--- src/rtl/pcs_scrambler_64b.sv ---
// pcs_scrambler_64b
// Transmit-side 64b/66b PCS scrambler, self-synchronous, g(x) = x^58 + x^39 + 1.
// The 64-bit payload is scrambled; the 2-bit sync header passes through unchanged.
// There is one registered output stage with valid/ready on both sides.
// Optional feature macro: SCR_TEST_PATTERN_EN. When it is defined, the block
// gains a test_mode input that sources the scrambled-zeros test pattern.
module pcs_scrambler_64b #(
  parameter int unsigned DATA_WIDTH = 64,
  parameter logic [57:0] SEED       = 58'h3FF_FFFF_FFFF_FFFF
) (
  input  logic                  CLK,
  input  logic                  rst,
`ifdef SCR_TEST_PATTERN_EN
  input  logic                  test_mode,
`endif
  input  logic [1:0]            hdr_in,
  input  logic [DATA_WIDTH-1:0] data_in,
  input  logic                  in_valid,
  output logic                  in_ready,
  output logic [1:0]            hdr_out,
  output logic [DATA_WIDTH-1:0] data_out,
  output logic                  out_valid,
  input  logic                  out_ready,
  output logic                  hdr_err,
  output logic [15:0]           hdr_err_cnt
);

  // The unrolled scrambler below is written for exactly 64 bits.
  if (DATA_WIDTH != 64) begin : g_bad_width
    $error("pcs_scrambler_64b: DATA_WIDTH must be 64");
  end

  // A sync header is legal only as 2'b01 or 2'b10.
  function automatic logic f_hdr_bad(input logic [1:0] hdr);
    f_hdr_bad = (hdr == 2'b00) || (hdr == 2'b11);
  endfunction

  logic [57:0]           r_state;
  logic [DATA_WIDTH-1:0] r_data_out;
  logic [1:0]            r_hdr_out;
  logic                  r_out_valid;
  logic                  r_hdr_err;
  logic [15:0]           r_hdr_err_cnt;

  logic                  w_slot_free;
  logic                  w_src_valid;
  logic [DATA_WIDTH-1:0] w_src_data;
  logic [1:0]            w_src_hdr;
  logic                  w_accept;
  logic                  w_hdr_bad;
  logic [63:0]           w_scr;

  // The output slot can take a block when it is empty or is being drained.
  assign w_slot_free = !r_out_valid || out_ready;

`ifdef SCR_TEST_PATTERN_EN
  // In test mode an internal source offers an all-zero block with header 2'b10.
  assign w_src_valid = test_mode ? 1'b1 : in_valid;
  assign w_src_data  = test_mode ? {DATA_WIDTH{1'b0}} : data_in;
  assign w_src_hdr   = test_mode ? 2'b10 : hdr_in;
  assign in_ready    = test_mode ? 1'b0 : w_slot_free;
`else
  assign w_src_valid = in_valid;
  assign w_src_data  = data_in;
  assign w_src_hdr   = hdr_in;
  assign in_ready    = w_slot_free;
`endif

  assign w_accept  = w_src_valid && w_slot_free;
  assign w_hdr_bad = f_hdr_bad(w_src_hdr);

  // Unrolled scrambler: s_i = d_i ^ s_(i-39) ^ s_(i-58); negative taps come from r_state.
  always_comb begin
    logic [63:0] v_s;
    v_s = 64'h0;
    for (int i = 0; i < 39; i++) begin
      v_s[i] = w_src_data[i] ^ r_state[i + 19] ^ r_state[i];
    end
    for (int i = 39; i < 58; i++) begin
      v_s[i] = w_src_data[i] ^ v_s[i - 39] ^ r_state[i];
    end
    for (int i = 58; i < 64; i++) begin
      v_s[i] = w_src_data[i] ^ v_s[i - 39] ^ v_s[i - 58];
    end
    w_scr = v_s;
  end

  // Scrambler state advances only on an accepted beat, keeping the top 58 scrambled bits.
  always_ff @(posedge CLK or posedge rst) begin
    if (rst) begin
      r_state <= SEED;
    end else if (w_accept) begin
      r_state <= w_scr[63:6];
    end
  end

  // Output payload/header register loads on accept and holds under backpressure.
  always_ff @(posedge CLK or posedge rst) begin
    if (rst) begin
      r_data_out <= {DATA_WIDTH{1'b0}};
      r_hdr_out  <= 2'b00;
    end else if (w_accept) begin
      r_data_out <= w_scr;
      r_hdr_out  <= w_src_hdr;
    end
  end

  // Output valid follows the source whenever the slot is free, so pop and push share an edge.
  always_ff @(posedge CLK or posedge rst) begin
    if (rst) begin
      r_out_valid <= 1'b0;
    end else if (w_slot_free) begin
      r_out_valid <= w_src_valid;
    end
  end

  // Bad-header pulse lines up with the beat that carries the block to the output.
  always_ff @(posedge CLK or posedge rst) begin
    if (rst) begin
      r_hdr_err <= 1'b0;
    end else begin
      r_hdr_err <= w_accept && w_hdr_bad;
    end
  end

  // Saturating count of accepted bad headers.
  always_ff @(posedge CLK or posedge rst) begin
    if (rst) begin
      r_hdr_err_cnt <= 16'h0000;
    end else if (w_accept && w_hdr_bad && (r_hdr_err_cnt != 16'hFFFF)) begin
      r_hdr_err_cnt <= r_hdr_err_cnt + 16'd1;
    end
  end

  assign data_out    = r_data_out;
  assign hdr_out     = r_hdr_out;
  assign out_valid   = r_out_valid;
  assign hdr_err     = r_hdr_err;
  assign hdr_err_cnt = r_hdr_err_cnt;

endmodule

--- config.mk ---
export PLATFORM = sky130hd
export DESIGN_NAME = pcs_scrambler_64b
export DESIGN_NICKNAME = d
export VERILOG_FILES = /design/src/rtl/pcs_scrambler_64b.sv
export SDC_FILE = /design/constraint.sdc
export NUM_CORES = 1
export LEC_CHECK = 0
export ABC_AREA = 1
export CAP_MARGIN = 20
export CORE_ASPECT_RATIO = 1.4
export CORE_MARGIN = 2
export CORE_UTILIZATION = 55
export CTS_CLUSTER_SIZE = 24
export DETAILED_ROUTE_END_ITERATION = 8
export PLACE_DENSITY = 0.86
export SYNTH_ARGS = -nofsm -noshare
export SYNTH_HDL_FRONTEND = slang
export SYNTH_SLANG_ARGS = --single-unit
--- constraint.sdc ---
create_clock -name CLK -period 13 [get_ports CLK]
set_input_delay 1.3 -clock CLK [delete_from_list [all_inputs] [get_ports CLK]]
set_output_delay 1.3 -clock CLK [all_outputs]
set_load 0.05 [all_outputs]
==> key figures, run 1 <==
Status
  – Outcome: finished, final reports clean

Die
  – Die Height: between 100 and 150 um
  – Die X: between 100 and 150 um
  – Number of primary I/O pins: 155
  – Core Area: between 10000 and 15000 sq um
  – Placement row count: 49
  – Die area: 13900 sq um
  – Starting Density: between 50% and 60%

Routing
  – WL/cell: 14.9 um
  – Drc violations: 0
  – Drt first pass iters: 4
  – Vias per cell: ~5.1
  – Post-detailed-routing wire length: 17.7 mm
  – Detail Route Antenna Nets: 0
  – DRT iter0 DRCs: around 280
  – Vias after detailed routing: between 6000 and 7000

Synth
  – Yosys cell types: 27
  – Synth Register Bits: about 140
  – Synth area leader: dfrtp_1
  – Yosys warnings: 0
  – Syn Std Cell Area: 7140 sq um
  – Sequential area share after synthesis: between 50 and 60%
  – Synth top area cells: dfrtp_1, dfstp_2, nand2_1
  – Area share of the largest cell type after synthesis: a little under 30%
  – Mapped Avg Cell Area: just over 8 sq um
  – Mapped Cells: ~870
  – Synth Net Count: between 900 and 1000

Timing
  – Final TNS setup: 0 ns
  – Fin crit share: 30.7%
  – Slew Limit Fails: 0
  – Final min period: 3.99 ns
  – Setup WS post-layout: between 9 and 10 ns
  – Clock Skews: around 0.0075 ns
  – Relative slew slack: 37.5%
  – Final setup viols: 0
  – RSZ-0062 raised after global routing: no
  – Worst-Margin Slew: 0.937 ns
  – Final Hold Viols: 0
  – Peak Freq: roughly 0.25 GHz

Clocking
  – Reg clk slew, reported paths: about 0.06 ns
  – Post-CTS setup repair buffer count: 0
  – Clk Latency, worst-skew pair: approximately 0.42 ns
  – Total clock sinks: between 100 and 150
  – Post-CTS Hold Buffers: 0
  – Total CTS buffers: 17
  – Gates resized, CTS repair: 0
  – CTS root buffer: clkbuf_16
  – H-tree depth: 4
  – CTS tree: yes
  – Max Root-Sink Buffers: 2

Power
  – PwrDens: ~280 nW/um^2
  – Peak VDD IR: around 0.17 mV
  – Net Sw Power: between 0.001 and 0.0015 W
  – Sequential power share: 33.5%
  – Comb power frac: a little under half
  – Leakage: ~4.6 nW
  – Switching share of power: between 40 and 50%
  – Internal power: 0.00145 W
  – Clock power frac: between 10% and 20%

Placement
  – Final HPWL from detailed placement: 12.6 mm
  – Dpl ws: 9.00 ns
  – PortBufs: between 150 and 200
  – GPL Wtd Cong: ~0.93

Layout
  – Most common cell after layout, fill and taps aside: nand2_1
  – Nets@finish: approximately 1100
  – Fillers: a little over 900
  – Ant diodes: 0
  – Final Util: 73.7%
  – Area grow syn2layout: 31.6%
  – Commonest cells after routing, fill and taps aside: nand2_1, clkdlybuf4s50_1, dfrtp_1
  – Share of layout cells above drive strength 1: between 10% and 20%

Worst setup path
  – Crit path DAT: about 2.7 ns
  – Crit start category: primary input
  – Crit. End Element: output pin
  – CP required: 11.70 ns
  – Launching point of the worst reg2reg path: out_valid
  – Crit Path Class: in -> out
  – Worst r2r path cells: 6
  – FF-to-FF setup slack: around 11 ns
  – Critical Path Fanout Max: 3
  – RR Endpoint: r_state[14]

Job
  – Max-cap viol count: 0

Min path
  – Hold Path Stages: 2
  – Min-Delay Path Class: reg -> reg
  – Worst hold path startpoint: data_out[36]
  – Hold path endpoint: data_out[36]

GRT
  – First-pass GRT wire length: roughly 29 mm
  – Vias in the first global route: ~6200
  – Largest net degree at the start of global routing: 76
  – Initial antenna violation count: 0
  – GRT overflow: 0
  – Total GRT Usage: approximately a quarter
==> worst max-delay path by stage <==
stage / slack, ns / start / endpoint / cells past startpoint
finish: 9.01 / out_ready / in_ready / 4
CTS: 9.00 / out_ready / in_ready / 4
detailed placement: 9.00 / out_ready / in_ready / 4
floorplan: 7.99 / rst / data_out[0] / 1
global route: 8.99 / out_ready / in_ready / 4
global placement: 9.01 / out_ready / in_ready / 4
==> Yosys cell counts <==
master,number
o21ai_1,8
nand3b_4,1
xnor2_1,26
clkbuf_1,12
o21ai_0,28
nand4_1,4
a21oi_2,1
dfrtp_1,84
nor2_2,1
xor2_1,79
dfstp_2,58
or2_1,5
ha_1,1
buf_6,2
nand2_1,378
nor3_1,2
buf_2,8
nor2_1,8
nand2_2,4
or2_0,2
inv_4,1
nand3_1,70
nor3_2,3
inv_2,3
nor2_4,1
inv_1,75
nand2_8,1
==> per-stage QoR <==
step	total power, W	hold slack [ns]	cells	area [sq um]
2_1_floorplan	0.00174	0.468	866	7140
3_3_place_gp	0.00210	0.464	1154	8800
3_5_place_dp	0.00213	0.465	1154	8800
4_1_cts	0.00264	0.480	1186	9400
5_1_grt	0.00280	0.498	1186	9400
6_report	0.00263	0.476	1186	9400
==> kinds of logic after synthesis <==
logic type	count (synthesis)	synth area share [%]
AO/OA/AOI/OAI	37	2.64
flip-flops	142	50.8
AND/OR/NAND/NOR	480	27.9
adder cells (fa/ha/maj)	1	0.175
XOR/XNOR	105	12.9
buffers and inverters	101	5.69
==> routing by layer <==
| metal | global-route usage [%] | up-vias | part of all wire, % |
|---|---|---|---|
| li1 | - | 2970 | - |
| met5 | 0 | - | 0 |
| met4 | 13.0 | 0 | 4.0 |
| met2 | 45.5 | 193 | 51 |
| met1 | 32.2 | 2852 | 40 |
| met3 | 5.14 | 55 | 4.8 |
==> state kept, by name (all words and copies together) (netlist names) <==
name,flops
hdr_out,2
out_valid,1
data_out,64
hdr_err,1
hdr_err_cnt,16
r_state,58
==> power groups by stage <==
stage          combinational [W]  sequential [W]  clock (W)
2_1_floorplan           0.000524         0.00121          0
3_3_place_gp             0.00122        0.000876          0
3_5_place_dp             0.00126        0.000878          0
4_1_cts                  0.00127        0.000881   0.000494
5_1_grt                  0.00138        0.000908   0.000513
6_report                 0.00126        0.000882   0.000489
==> layout make-up <==
type	instances	area (sq um)	area share (%)
flip-flops and latches	142	3630	38.6
multi-input cells	623	3120	33.2
repair buffers	157	1560	16.6
clock buffers	23	488	5.19
inverters	79	304	3.23
well taps	153	191	2.04
clock inverters	9	110	1.17
==> worst max-delay path, stage by stage <==
cell             delay (ns)
clkdlybuf4s50_1        0.47
inv_2                  0.04
nand2_2                0.08
clkdlybuf4s50_1        0.81
No activity file was read; power rests on OpenSTA's default activity.
==> run 2, diff against run 1 <==
- CORE_UTILIZATION: 55 -> 46
- PLACE_DENSITY: 0.86 -> 0.76
- clock period: 13 -> 3.43 ns (I/O delays scaled with it)
==> key figures, run 2 (same netlist as run 1, synthesis figures left out) <==
Clocking
  – Post-CTS setup repair buffer count: 0 (unchanged)
  – Post-CTS Hold Buffers: 0 (unchanged)
  – Clk Latency, worst-skew pair: 0.42 ns (about the same)
  – Total clock sinks: 142 (unchanged)
  – Total CTS buffers: 17 (unchanged)
  – Gates resized, CTS repair: 0 (unchanged)
  – Max Root-Sink Buffers: 2 (unchanged)
  – H-tree depth: 4 (unchanged)
  – CTS tree: yes (unchanged)
  – CTS root buffer: clkbuf_16 (unchanged)
  – Reg clk slew, reported paths: 0.07 ns (was 0.06 ns)

Status
  – Outcome: finished, final reports clean (unchanged)

Timing
  – Final Hold Viols: 0 (unchanged)
  – Worst-Margin Slew: 0.916 ns (was 0.937 ns)
  – Final setup viols: 0 (unchanged)
  – Final TNS setup: 0 ns (unchanged)
  – Slew Limit Fails: 0 (unchanged)
  – Peak Freq: between 0.4 and 0.5 GHz
  – Relative slew slack: 38.9% (was 37.5%)
  – Fin crit share: about three fifths
  – RSZ-0062 raised after global routing: no (unchanged)
  – Clock Skews: 0.0107 ns (was 0.00746 ns)
  – Final min period: between 2 and 2.5 ns

Placement
  – Cell Count Post-Placement: 1195 (was 1154)
  – GPL Wtd Cong: 0.880 (was 0.927)
  – Final HPWL from detailed placement: 12.8 mm (was 12.6 mm)
  – PortBufs: 154 (unchanged)

Power
  – Switching share of power: 45.3% (was 44.9%)
  – Net Sw Power: 0.00449 W (was 0.00118 W)
  – Sequential power share: 33.8% (was 33.5%)
  – Leakage: 4.66 nW (was 4.65 nW)
  – Internal power: 0.00543 W (was 0.00145 W)
  – Peak VDD IR: 0.598 mV (was 0.172 mV)
  – Comb power frac: 47.8% (was 47.9%)
  – PwrDens: 1050 nW/um^2 (was 280 nW/um^2)
  – Clock power frac: 18.3% (was 18.6%)

Worst setup path
  – Crit path max-delay family: buffers and inverters (unchanged)
  – CP required: 3.09 ns (was 11.70 ns)
  – Worst path slowest cell: clkdlybuf4s50_1 (unchanged)
  – CP bufs+invs: 1 (was 3)
  – Crit. End Element: output pin (unchanged)
  – Crit path DAT: 1.74 ns (was 2.70 ns)
  – Critical path cell sequence: clkdlybuf4s50_1 (was clkdlybuf4s50_1, inv_2, nand2_2, clkdlybuf4s50_1)
  – Critical Path Fanout Max: 5 (was 3)
  – CP max stage delay: 0.85 ns (was 0.81 ns)
  – Crit start category: register (was primary input)
  – Crit Path Class: reg -> out (was in -> out)

Routing
  – Detail Route Antenna Nets: 0 (unchanged)
  – Vias per cell: 4.83 (was 5.12)
  – WL/cell: 14.2 um (was 14.9 um)
  – Vias after detailed routing: 5922 (was 6070)
  – Post-detailed-routing wire length: 17.4 mm (was 17.7 mm)
  – Drt first pass iters: 5 (was 4)
  – Drc violations: 0 (unchanged)
  – DRT iter0 DRCs: 215 (was 275)

Layout
  – Fillers: 1358 (was 911)
  – Most common cell after layout, fill and taps aside: nand2_1 (unchanged)
  – Largest register FFs: 64 (unchanged)
  – Final Util: 62.7% (was 73.7%)
  – Ant diodes: 0 (unchanged)
  – Area grow syn2layout: 32.7% (was 31.6%)
  – Nets@finish: 1093 (was 1091)
  – Commonest cells after routing, fill and taps aside: nand2_1, clkdlybuf4s50_1, dfrtp_1 (unchanged)
  – Cell Count, Final, Fillers Out: 1227 (was 1186)
  – Share of layout cells above drive strength 1: 10.5% (about the same)

Die
  – Die X: 109 um (was 100 um)
  – Die Height: 151 um (was 139 um)
  – Die area: 16600 sq um (was 13900 sq um)
  – Core Area: 15100 sq um (was 12800 sq um)
  – Number of primary I/O pins: 155 (unchanged)
  – Starting Density: 47.3% (was 56.0%)
  – Placement row count: 53 (was 49)

Job
  – Max-cap viol count: 0 (unchanged)

GRT
  – GRT overflow: 0 (unchanged)
  – Initial antenna violation count: 0 (unchanged)
  – Vias in the first global route: 5694 (was 6236)
  – Largest net degree at the start of global routing: 86 (was 76)
  – First-pass GRT wire length: 27.8 mm (was 29.4 mm)
  – Total GRT Usage: 21.8% (was 26.7%)

Min path
  – Min-Delay Path Class: in -> async (was reg -> reg)
[run 2: changes by cell type in the layout (fill, tap and decap cells not counted), sizes merged]
cell	before	now
buf	3	5
clkinvlp	6	5
clkinv	1	3
clkbuf	23	20
inv	79	81
[run 2: path summary, 6_finish.rpt]
path	startpoint	to	slack, ns	depth (start not counted)
max in group asynchronous	rst	r_state[46]	2.12	3
max reg2reg	out_valid	r_state[17]	1.57	6
min reg2reg	data_out[42]	data_out[42]	0.48	2
min in group CLK	data_out[42]	data_out[42]	0.48	2
min	rst	data_out[3]	0.43	2
max	hdr_err_cnt[5]	hdr_err_cnt[5]	1.35	1
[run 2: routing by layer]
metal | wire length (um) | GRT usage (%)
met1 | 7240 | 26.6
met2 | 9120 | 38.4
met3 | 878 | 5.39
met4 | 196 | 5.70
met5 | 0 | 0
[run 2: area by class of cell]
| cell class | instances | area, sq um | area share [%] |
|---|---|---|---|
| inverter | 79 | 303 | 3.19 |
| clock buffer | 20 | 437 | 4.61 |
| sequential | 142 | 3630 | 38.3 |
| tap | 192 | 240 | 2.53 |
| multi-input combinational | 623 | 3120 | 32.9 |
| timing repair buffer | 159 | 1620 | 17.1 |
| clock inverter | 12 | 139 | 1.47 |
[run 2: power by group through the flow]
stage	clock (W)	combinational (W)	sequential (W)
4_1_cts	0.00184	0.00479	0.00336
2_1_floorplan	0	0.00198	0.00460
5_1_grt	0.00192	0.00518	0.00346
3_3_place_gp	0	0.00468	0.00336
3_5_place_dp	0	0.00476	0.00335
6_report	0.00182	0.00474	0.00335
[run 2: metrics by stage]
step                area (sq um)  power, W  hold WS, ns  worst slack (ns)
finish                      9480   0.00992        0.431              1.35
global route                9480    0.0106        0.489              1.27
CTS                         9480   0.00999        0.464              1.33
detailed placement          8900   0.00812        0.464              1.10
global placement            8900   0.00804        0.467              1.15
floorplan                   7150   0.00658        0.468              1.36
==> variant 1: new RTL, settings of run 1 <==
Remove the register `r_hdr_err`: a continuous assignment takes its place, so the output `hdr_err` follows one clock earlier.
--- a/src/rtl/pcs_scrambler_64b.sv
+++ b/src/rtl/pcs_scrambler_64b.sv
@@ -117,9 +117,3 @@
   // Bad-header pulse lines up with the beat that carries the block to the output.
-  always_ff @(posedge CLK or posedge rst) begin
-    if (rst) begin
-      r_hdr_err <= 1'b0;
-    end else begin
-      r_hdr_err <= w_accept && w_hdr_bad;
-    end
-  end
+  assign r_hdr_err = w_accept && w_hdr_bad;
 
Function: changed (Yosys sat finds a counterexample within 4 cycles, from zero or initial values and one cycle with rst high).
==> variant 1 against run 1 <==
Worst setup slack worse by 390 ps; sequential power down 1%; first-iteration DRC count down 17%; largest power group unchanged; combinational power about the same; wire length down 0.42%; total power about the same; largest cell class unchanged; synthesized area down 0.35%; design area down 0.16%; global-route usage down 0.60 points; highest routed layer unchanged; utilization down 0.12 points; sequential cell count down 1; via count down 1.5%; critical path depth up 2.
==> variant 1: results (changes against run 1) <==
| Metric | Value |
|---|---|
| Status | `complete, no violations (unchanged)` |
| Initial antenna violation count | `0 (unchanged)` |
| Worst min path class | `register to register (unchanged)` |
| Largest net degree at the start of global routing | `107 (was 76)` |
| Routed length on met2 | `9274 um (was 9073 um)` |
| Fraction of registers with async set or reset after synthesis | `1.000 (unchanged)` |
| Later-pin clock latency in the skew report | `420 ps (about the same)` |
| Worst VDD drop | `0.1973 mV (was 0.1722 mV)` |
| Clock Power Share | `0.191 (was 0.186)` |
| Max layer used | `met4 (unchanged)` |
| Wire length on met3 | `849 um (was 853 um)` |
| Cells after DPL | `1153 (was 1154)` |
| GRT Util Overall | `0.2615 (was 0.2675)` |
| GPL Wtd Cong | `0.9095 (was 0.9271)` |
| Setup_tns | `0 ps (unchanged)` |
| GRT met3 Usage | `0.04990 (was 0.05141)` |
| CP required | `11700 ps (about the same)` |
| Syn Nets | `936 (was 937)` |
| Sequential share of the synthesized area | `0.5058 (was 0.5075)` |
| M2 GR Usage | `0.4500 (was 0.4546)` |
| Mapped Avg Cell Area | `8.230 um^2 (was 8.250 um^2)` |
| Synth warn | `0 (unchanged)` |
| Vias | `5977 (was 6070)` |
| Max FFs per register | `64 (unchanged)` |
| LEAKAGE | `4.648 nW (was 4.649 nW)` |
| Crit path max-delay family | `buffers and inverters (unchanged)` |
| Worst Path Max Fanout | `4 (was 3)` |
| Post-CTS Setup Bufs | `0 (unchanged)` |
| Vias in the first global route | `5927 (was 6236)` |
| Number of port buffers | `154 (unchanged)` |
| Rel. slew slack | `0.2492 (was 0.3750)` |
| Hold_sp | `data_out[17]$_DFFE_PP0P_ (was data_out[36]$_DFFE_PP0P_)` |
| Final nets | `1090 (was 1091)` |
| Diodes inserted | `0 (unchanged)` |
| Crit-path max cell delay | `870 ps (was 810 ps)` |
| Vias per cell | `5.044 (was 5.118)` |
| Synth top area cells | `dfrtp_1 (29%), dfstp_2 (21%), nand2_1 (20%) (unchanged)` |
| Setup Skew | `9.458 ps (was 7.465 ps)` |
| Met1 Wirelength | `7018 um (was 7083 um)` |
| Proportion of layout cells with a drive suffix above 1 | `0.1056 (was 0.1045)` |
| Met1 Use GR | `0.3143 (was 0.3218)` |
| Bufs on Longest Clock Path | `2 (unchanged)` |
| Top post-synthesis cells by count | `nand2_1 (378), dfrtp_1 (83), xor2_1 (79) (was nand2_1 (378), dfrtp_1 (84), xor2_1 (79))` |
| Post-CTS sizing | `0 (unchanged)` |
| Filler Cell Count | `979 (was 911)` |
| First-pass GRT wire length | `28570 um (was 29450 um)` |
| Max H-tree Level | `4 (unchanged)` |
| P_clk | `0.000502 W (was 0.000489 W)` |
| Register share of total power | `0.332 (was 0.335)` |
| DR WL/cell | `14.89 um (was 14.94 um)` |
| Worst reg2reg path startpoint | `out_valid$_DFFE_PP0P_ (unchanged)` |
| Iter 0 DRT Violations | `229 (was 275)` |
| Internal power | `0.001451 W (was 0.001448 W)` |
| HPWL after DPL | `12430 um (was 12570 um)` |
-- variant 1: changes by cell type in the layout (fill, tap and decap cells not counted), sizes merged --
cell | run 1 | this run
inv | 79 | 81
bufinv | 2 | 3
clkbuf | 23 | 19
clkinv | 1 | 4
dfrtp | 84 | 83
clkinvlp | 6 | 4
-- variant 1: logic make-up (layout without fill, tap and decap cells) --
kind of cell	Yosys count	after routing	share of synthesized area
AOI/OAI and AO/OA	37	37	0.02654
DFF	141	141	0.5058
buffers and inverters	101	268	0.05712
xor gates and xnor gates	105	105	0.1292
and+or+nand+nor	480	480	0.2796
adders and majority gates	1	1	0.001757
-- variant 1: worst paths after layout --
| kind | end | slack (ps) | cells after the start |
|---|---|---|---|
| hold / removal | data_out[17]$_DFFE_PP0P_ | 480 | 2 |
| min in group asynchronous | data_out[3]$_DFFE_PP0P_ | 1320 | 2 |
| setup / recovery | hdr_err | 8620 | 6 |
| hold reg to reg | data_out[17]$_DFFE_PP0P_ | 480 | 2 |
| setup reg to reg | r_state[15]$_DFFE_PP1P_ | 10600 | 7 |
| max in group asynchronous | data_out[15]$_DFFE_PP0P_ | 10300 | 3 |
-- variant 1: final cells by class --
cell class | count | area [um^2] | share of cell area
multi-input combinational | 623 | 3117 | 0.3321
tap | 153 | 191.4 | 0.02040
clock inverter | 13 | 165.2 | 0.01760
timing repair buffer | 157 | 1564 | 0.1666
sequential | 141 | 3601 | 0.3837
clock buffer | 19 | 442.9 | 0.04719
inverter | 79 | 304.0 | 0.03240
-- variant 1: through the flow --
stage,instance area (um^2),setup WS [ps]
final,9385,8616
after global routing,9385,8554
after CTS,9385,8607
after detailed placement,8777,8610
after global placement,8777,8659
after floorplan,7119,8015
-- variant 1: tightest hold or removal path, cell delays in order, from the launching register on --
cell     delay, ps
dfrtp_1        340
nand2_1         50
nand2_1         50
==> variant 2: new RTL, settings of run 1 <==
Without the edit above. Put one more register stage on the output `hdr_err_cnt`, cleared by the reset. The value now appears one clock later. The other outputs are not delayed to match.
--- a/src/rtl/pcs_scrambler_64b.sv
+++ b/src/rtl/pcs_scrambler_64b.sv
@@ -138,3 +138,9 @@
   assign hdr_err     = r_hdr_err;
-  assign hdr_err_cnt = r_hdr_err_cnt;
+  always_ff @(posedge CLK or posedge rst) begin
+    if (rst) begin
+      hdr_err_cnt <= '0;
+    end else begin
+      hdr_err_cnt <= r_hdr_err_cnt;
+    end
+  end
 
Function: changed (a bounded check fails within 4 cycles, from zero or initial values and one cycle with rst high).
==> variant 2 against run 1 <==
Worst setup slack got worse by 11 ps; first-iteration DRC count rose by 15%; total power rose by 2.6%; clock skew rose by 0.83 ps; critical path depth did not move; sequential cell count rose by 16; highest routed layer unchanged; synthesized area rose by 5.3%; wire length rose by 1.9%; design area rose by 4.3%.
==> variant 2: results (changes against run 1) <==
| Metric | Value |
|---|---|
| Status | `complete, no violations (unchanged)` |
| Syn Nets | `965 (was 937)` |
| Iter 0 DRT Violations | `315 (was 275)` |
| Pre-antenna DRT Iters | `5 (was 4)` |
| FMAX | `249.6 MHz (was 250.3 MHz)` |
| GPL Wtd Cong | `0.9389 (was 0.9271)` |
| Filler Cell Count | `1019 (was 911)` |
| Largest net degree at the start of global routing | `101 (was 76)` |
| GRT Util Overall | `0.2612 (was 0.2675)` |
| Pre-CTS setup slack | `8993 ps (was 9000 ps)` |
| R2R Setup Slk | `10940 ps (was 10670 ps)` |
| Vias in the first global route | `6239 (was 6236)` |
| Reg2reg end | `r_state[11]$_DFFE_PP1P_ (was r_state[14]$_DFFE_PP1P_)` |
| Arrival time at the worst endpoint | `2710 ps (was 2700 ps)` |
| Vias per cell | `5.088 (was 5.118)` |
| Post-CTS Setup Bufs | `0 (unchanged)` |
| Top post-synthesis cells by count | `nand2_1 (342), nand3_1 (107), dfrtp_1 (100) (was nand2_1 (378), dfrtp_1 (84), xor2_1 (79))` |
| Worst VDD drop | `0.1208 mV (was 0.1722 mV)` |
| Sequential share of the synthesized area | `0.5353 (was 0.5075)` |
| LEAKAGE | `4.774 nW (was 4.649 nW)` |
| Routed WL | `18060 um (was 17720 um)` |
| Proportion of layout cells with a drive suffix above 1 | `0.1140 (was 0.1045)` |
| Hold_sp | `r_hdr_err_cnt[1]$_DFFE_PP0P_ (was data_out[36]$_DFFE_PP0P_)` |
| Rel. slew slack | `0.3162 (was 0.3750)` |
| Setup Skew | `8.294 ps (was 7.465 ps)` |
| HPWL after DPL | `12520 um (was 12570 um)` |
| Diodes inserted | `0 (unchanged)` |
| Final nets | `1119 (was 1091)` |
| First-pass GRT wire length | `29530 um (was 29450 um)` |
| Netlist cell types | `28 (was 27)` |
| Synth top area cells | `dfrtp_1 (33%), dfstp_2 (20%), nand2_1 (17%) (was dfrtp_1 (29%), dfstp_2 (21%), nand2_1 (20%))` |
| Post-DP Area | `9209 um^2 (was 8802 um^2)` |
## variant 2: worst min-delay path by stage
stage | endpoint | slack, ps | cells past startpoint
2_1_floorplan | hdr_err_cnt[4]$_DFF_PP0_ | 390 | 0
3_3_place_gp | hdr_err_cnt[1]$_DFF_PP0_ | 420 | 0
3_5_place_dp | hdr_err_cnt[4]$_DFF_PP0_ | 420 | 0
4_1_cts | hdr_err_cnt[4]$_DFF_PP0_ | 440 | 0
5_1_grt | hdr_err_cnt[1]$_DFF_PP0_ | 460 | 0
6_report | hdr_err_cnt[1]$_DFF_PP0_ | 430 | 0
## variant 2: metrics by stage
stage	hold WS, ps	instances
after floorplan	394.1	894
after global placement	419.2	1211
after detailed placement	420.3	1211
after CTS	436.3	1243
after global routing	457.0	1243
final	434.5	1243
## variant 2: final cells by class
type / instances / area (um^2) / area share
sequential: 158 / 4026 / 0.4107
multi-input combinational: 623 / 3042 / 0.3103
clock buffer: 22 / 454.2 / 0.04633
tap: 182 / 227.7 / 0.02323
inverter: 91 / 349.1 / 0.03561
timing repair buffer: 157 / 1564 / 0.1595
clock inverter: 10 / 140.1 / 0.01429
## variant 2: where the power goes
| part | internal, W | total (W) | switching (W) |
|---|---|---|---|
| Clock | 0.000307 | 0.000506 | 0.000199 |
| Sequential | 0.000765 | 0.000915 | 0.000149 |
| Combinational | 0.000444 | 0.00128 | 0.000835 |
## variant 2: cell families (layout without fill, tap and decap cells)
group,count (synthesis),in the layout,synth area share
DFF,158,158,0.5353
buffers and inverters,113,280,0.06104
xor gates and xnor gates,70,70,0.08150
adders and majority gates,1,1,0.001663
AOI/OAI and AO/OA,53,53,0.03676
and+or+nand+nor,499,499,0.2838
## variant 2: metal layers
layer,track usage,part of all wire,vias to the layer above,wire length [um]
li1,-,-,3106,-
met1,0.3091,0.39,3002,7047
met2,0.4475,0.52,182,9316
met3,0.06925,0.064,35,1161
met4,0.1046,0.029,0,530
met5,0,0,-,0
## variant 2: critical path: stages
cell and delay, ps:
clkdlybuf4s50_1 460, inv_1 40, nand2_2 90, clkdlybuf4s50_1 820
